## src/rtl/bp_jmp_ctrl.sv

```systemverilog
// bp_jmp_ctrl: direct-mapped BTB predictor with redirect, squash window and saturating perf counters
module bp_jmp_ctrl #(
  parameter int XLEN = 32,
  parameter int ENTRIES = 16,
  parameter int TAG_W = 8,
  parameter logic [1:0] CNT_INIT = 2'b01,
  parameter int PERF_W = 16
) (
  input  logic              clk,
  input  logic              reset,
  input  logic              ena,
  input  logic [XLEN-1:0]   f_pc,
  output logic              f_pred_taken,
  output logic [XLEN-1:0]   f_pred_target,
  input  logic              r_valid,
  input  logic [1:0]        r_kind,
  input  logic [XLEN-1:0]   r_pc,
  input  logic              r_taken,
  input  logic [XLEN-1:0]   r_target,
  input  logic              r_pred_taken,
  input  logic [XLEN-1:0]   r_pred_target,
  output logic              redirect,
  output logic [XLEN-1:0]   redirect_pc,
  output logic [PERF_W-1:0] mispredict_cnt,
  output logic [PERF_W-1:0] branch_cnt
);
  localparam int IDX_W = $clog2(ENTRIES);
  logic [ENTRIES-1:0] r_vld, r_jmp;
  logic [TAG_W-1:0] r_tag [ENTRIES];
  logic [XLEN-1:0] r_tgt [ENTRIES];
  logic [1:0] r_ctr [ENTRIES];
  logic [1:0] r_shadow;
  logic [PERF_W-1:0] r_mis_cnt, r_br_cnt;
  logic [IDX_W-1:0] w_fi, w_ri;
  logic [TAG_W-1:0] w_rtag;
  logic [1:0] w_ctr_nx;
  logic w_fhit, w_rhit, w_squash, w_act, w_qual, w_mis, w_unused;
  always_comb begin
    w_fi = f_pc[IDX_W+1:2];
    w_ri = r_pc[IDX_W+1:2];
    w_rtag = r_pc[IDX_W+2 +: TAG_W];
    w_fhit = r_vld[w_fi] && r_tag[w_fi] == f_pc[IDX_W+2 +: TAG_W];
    w_rhit = r_vld[w_ri] && r_tag[w_ri] == w_rtag;
    f_pred_taken = w_fhit && (r_jmp[w_fi] || r_ctr[w_fi][1]);
    f_pred_target = w_fhit ? r_tgt[w_fi] : '0;
    w_squash = r_shadow != 2'd0;
    w_act = r_kind != 2'b00 || r_taken;
    w_qual = r_valid && ena && !reset && !w_squash && r_kind != 2'b11;
    w_mis = w_qual && (w_act != r_pred_taken || (w_act && r_pred_target != r_target));
    redirect = w_mis;
    redirect_pc = w_mis ? (w_act ? r_target : r_pc + XLEN'(4)) : '0;
    w_ctr_nx = w_act ? (&r_ctr[w_ri] ? 2'b11 : r_ctr[w_ri] + 2'd1)
                     : (r_ctr[w_ri] == 2'b00 ? 2'b00 : r_ctr[w_ri] - 2'd1);
    mispredict_cnt = r_mis_cnt;
    branch_cnt = r_br_cnt;
    w_unused = ^{f_pc, r_pc};
  end
  always_ff @(posedge clk) begin
    if (reset) begin
      r_vld <= '0;
      r_jmp <= '0;
      r_shadow <= 2'd0;
      r_mis_cnt <= '0;
      r_br_cnt <= '0;
      for (int i = 0; i < ENTRIES; i++) r_ctr[i] <= CNT_INIT;
    end else begin
      if (ena) r_shadow <= w_mis ? 2'd2 : (w_squash ? r_shadow - 2'd1 : r_shadow);
      if (w_qual) begin
        if (w_rhit) begin
          r_ctr[w_ri] <= w_ctr_nx;
          r_jmp[w_ri] <= r_kind != 2'b00;
          if (w_act) r_tgt[w_ri] <= r_target;
        end else if (w_act) begin
          r_vld[w_ri] <= 1'b1;
          r_tag[w_ri] <= w_rtag;
          r_tgt[w_ri] <= r_target;
          r_ctr[w_ri] <= r_kind == 2'b00 ? CNT_INIT : 2'b11;
          r_jmp[w_ri] <= r_kind != 2'b00;
        end
        r_br_cnt <= &r_br_cnt ? r_br_cnt : r_br_cnt + PERF_W'(1);
        if (w_mis) r_mis_cnt <= &r_mis_cnt ? r_mis_cnt : r_mis_cnt + PERF_W'(1);
      end
    end
  end
endmodule

```

## config.mk

```make
export PLATFORM = sky130hd
export DESIGN_NAME = bp_jmp_ctrl
export DESIGN_NICKNAME = d
export VERILOG_FILES = /design/src/rtl/bp_jmp_ctrl.sv
export SDC_FILE = /design/constraint.sdc
export NUM_CORES = 1
export LEC_CHECK = 0
export CORE_MARGIN = 2
export CORE_UTILIZATION = 53
export CTS_CLUSTER_SIZE = 14
export DETAILED_ROUTE_END_ITERATION = 7
export PLACE_DENSITY = 0.8
export SYNTH_ARGS = -nofsm -noshare
export SYNTH_HDL_FRONTEND = slang
export SYNTH_SLANG_ARGS = --single-unit
export TNS_END_PERCENT = 30
```

## constraint.sdc

```tcl
create_clock -name clk -period 3.6 [get_ports clk]
set_input_delay 0.72 -clock clk [delete_from_list [all_inputs] [get_ports clk]]
set_output_delay 0.72 -clock clk [all_outputs]
set_load 0.01 [all_outputs]
```

==> qor.yml <==
synth_top_flop_cell: "edfxtp_1"
cts_buffer_depth: 3
layout-area-overhead-vs-synth_pct: 25.6
cts_tree: "built"
fin_crit_sh_pct: 115
crit_family: "multiplexers"
worstMarginPinSlew_ps: 899
chipWidth_um: 250
avgSynthCellArea_um2: 18.0
finalMaxSlewViolations: 0
synth_top_area_share_pct: 62.8
drv_cap: 0
p_comb_share_pct: 8.5
total_power_uw: 18300
criticalPathCategory: "reg2out"
hold_ws_ps: 432
required_ps: 2880
core_area_um2: 60100
clock_latency_ps: 640
slew_headroom_pct: 39.9
drt-initial-drc-count: 2752
hpwl_mm: 57.1
r2r_setup_slack_ps: 560
grt_pass1_vias: 20600
fin_ws_ps: -542
cts_hold_buf: 0
htreeDepth: 3
yosys_warnings: 0
placed_cells: 2910
hold_violations: 0
post-route-util_pct: 67.1
routed_wl_mm: 94.9
critPathSlowestCell: "mux4_2"
synth_edf_count: 672
cts.sinks: 738
drive_gt1_share_pct: 35.2
clock_skew_ps: 49.3
timing.final.setup_violations: 64
clockPowerShare_pct: 40.1
rsz0062_at_grt: "true"
grt_usage_pct: 30.4
grt_pass1_wl_mm: 137
fin_crit_ps: 4140
grt_max_degree: 111
die_area_um2: 62600
timing.critical_path.buf_inv: 4
instances_no_fill: 3087
dr.pass1.iters: 8
switching_power_uw: 4170
synth_area_um2: 32100
critPathArrivalTime_ps: 3420
rows: 90
status: "finished with violations"
start_kind: "register"
viasPerCell: 6.53
power.share.switching_pct: 22.8
root_buffer: "clkbuf_16"
synth_cells: 1788
ant_nets: 0
synth_top_cell_by_area: "edfxtp_1"
worstPathCellList: "mux4_2 -> mux4_2 -> xor2_2 -> nor4_4 -> nand3_4 -> buf_12 -> buf_12 -> buf_4 -> nor2b_4 -> buf_6"
place_congestion: 0.890
synth_common_cells: "672 x edfxtp_1, 226 x mux4_2, 121 x nor2_1, 66 x dfxtp_1, 61 x nand3_1"
synth.area.top_cells: "edfxtp_1 63%, mux4_2 16%, dfxtp_1 4.1%"
antenna_found_initial: 0
finalNetCount: 2394
end_kind: "primary output"
p_leak_uw: 0.0135
avgRoutedWirePerCell_um: 30.7
vias: 20200
ys_seq_area_share_pct: 66.9
initial_utilization_pct: 53.4
hold_path.class: "in2reg"
ios: 234
fmax_mhz: 241
port_buffers: 213
drc: 2
clkTransAtPathRegs_ps: 60
path_max_fanout: 7
seqPwrFrac_pct: 51.5
async_reset_ff_share_pct: 0
cts_buffers: 73
ys_ff_latch: 738
grt_overflow: 0
synth_most_common_cell: "edfxtp_1"
setup_tns_ps: -17580
critical_path.max_stage_delay_ps: 520
synthDistinctLibCells: 68
p_int_uw: 14100
n_antenna_cell: 0
vdd_drop_max_v: 0.000339
synth_nets: 1931
power_density_nw_per_um2: 454
violations: "design-rule violations, negative setup slack"
die_y_um: 250
## power groups by stage
stage / Combinational [uW] / Sequential [uW] / Clock, uW
2_1_floorplan: 747 / 9600 / 0
3_3_place_gp: 1410 / 9600 / 0
3_5_place_dp: 1440 / 9600 / 0
4_1_cts: 1510 / 9420 / 7390
5_1_grt: 1620 / 9420 / 7700
6_report: 1550 / 9420 / 7340
## registers in the layout, indices dropped and copies added (netlist names)
register / cells
r_jmp: 16
mispredict_cnt: 16
r_tag: 128
r_tgt: 512
r_shadow: 2
r_vld: 16
branch_cnt: 16
r_ctr: 32
## repair_timing
action                     in CTS  in global routing
cloned                          6                  1
setup endpoints to repair      66                 97
resized for setup             430                 28
pin swaps                      37                 12
setup buffers                  40                  2
## final timing paths
path | start | end | depth (start not counted)
setup / recovery | r_tag[15][2]$_DFFE_PP_ | f_pred_target[15] | 10
hold / removal | r_target[27] | r_tgt[0][27]$_DFFE_PP_ | 2
setup reg to reg | r_tag[14][2]$_DFFE_PP_ | r_ctr[8][1]$_SDFFCE_PN0P_ | 11
hold reg to reg | branch_cnt[8]$_SDFFE_PP0P_ | branch_cnt[8]$_SDFFE_PP0P_ | 2
## through the flow
| step | cell area, um^2 | worst slack (ps) |
|---|---|---|
| floorplan | 32100 | -108 |
| global placement | 37100 | -1320 |
| detailed placement | 37100 | -1340 |
| CTS | 40300 | -561 |
| global route | 40300 | -650 |
| finish | 40300 | -542 |
## final cells by class
cell class / instances / area [um^2]
Clock buffer: 90 / 1900
Clock inverter: 39 / 393
Fill cell: 3790 / 19800
Inverter: 18 / 67.6
Multi-Input combinational cell: 925 / 10500
Sequential cell: 738 / 21500
Tap cell: 782 / 978
Timing Repair Buffer: 495 / 4970
## per-layer routing
metal	global-route usage, %	routed length (um)	vias up
met1	40.1	33300	10200
met5	0	0	-
li1	-	-	8161
met2	49.0	46100	1516
met3	6.94	11100	257
met4	13.1	4400	0
## cell families after synthesis
group	synth area share (%)
flip-flops	66.9
AND/OR/NAND/NOR	6.57
multiplexers	17.9
AO/OA/AOI/OAI	3.89
buffers and inverters	2.03
XOR/XNOR	2.43
adder cells (fa/ha/maj)	0.273
## cells in the final DEF, fill, tap and decap left out, drive strengths merged, types with 4 or more instances in the layout
master,Yosys,layout
and3,16,16
a311oi,7,7
edfxtp,672,672
xnor2,41,41
nor2b,42,42
ha,7,7
clkinv,1,31
or3,12,12
clkdlybuf4s15,0,10
a211oi,29,29
mux2i,39,39
a31o,17,17
clkinvlp,0,4
nor2,132,132
a22oi,12,12
clkbuf,59,93
dfxtp,66,66
nand4,14,14
xor2,48,48
mux4,235,235
inv,17,19
nand3,64,64
dlygate4sd2,0,49
a22o,17,17
nand2,52,52
clkdlybuf4s50,0,82
o21ai,44,44
a21oi,28,28
nor3,17,17
a21o,4,4
nor4,14,14
buf,48,344
dlymetal6s2s,0,5
No activity file was read; power rests on OpenSTA's default activity.
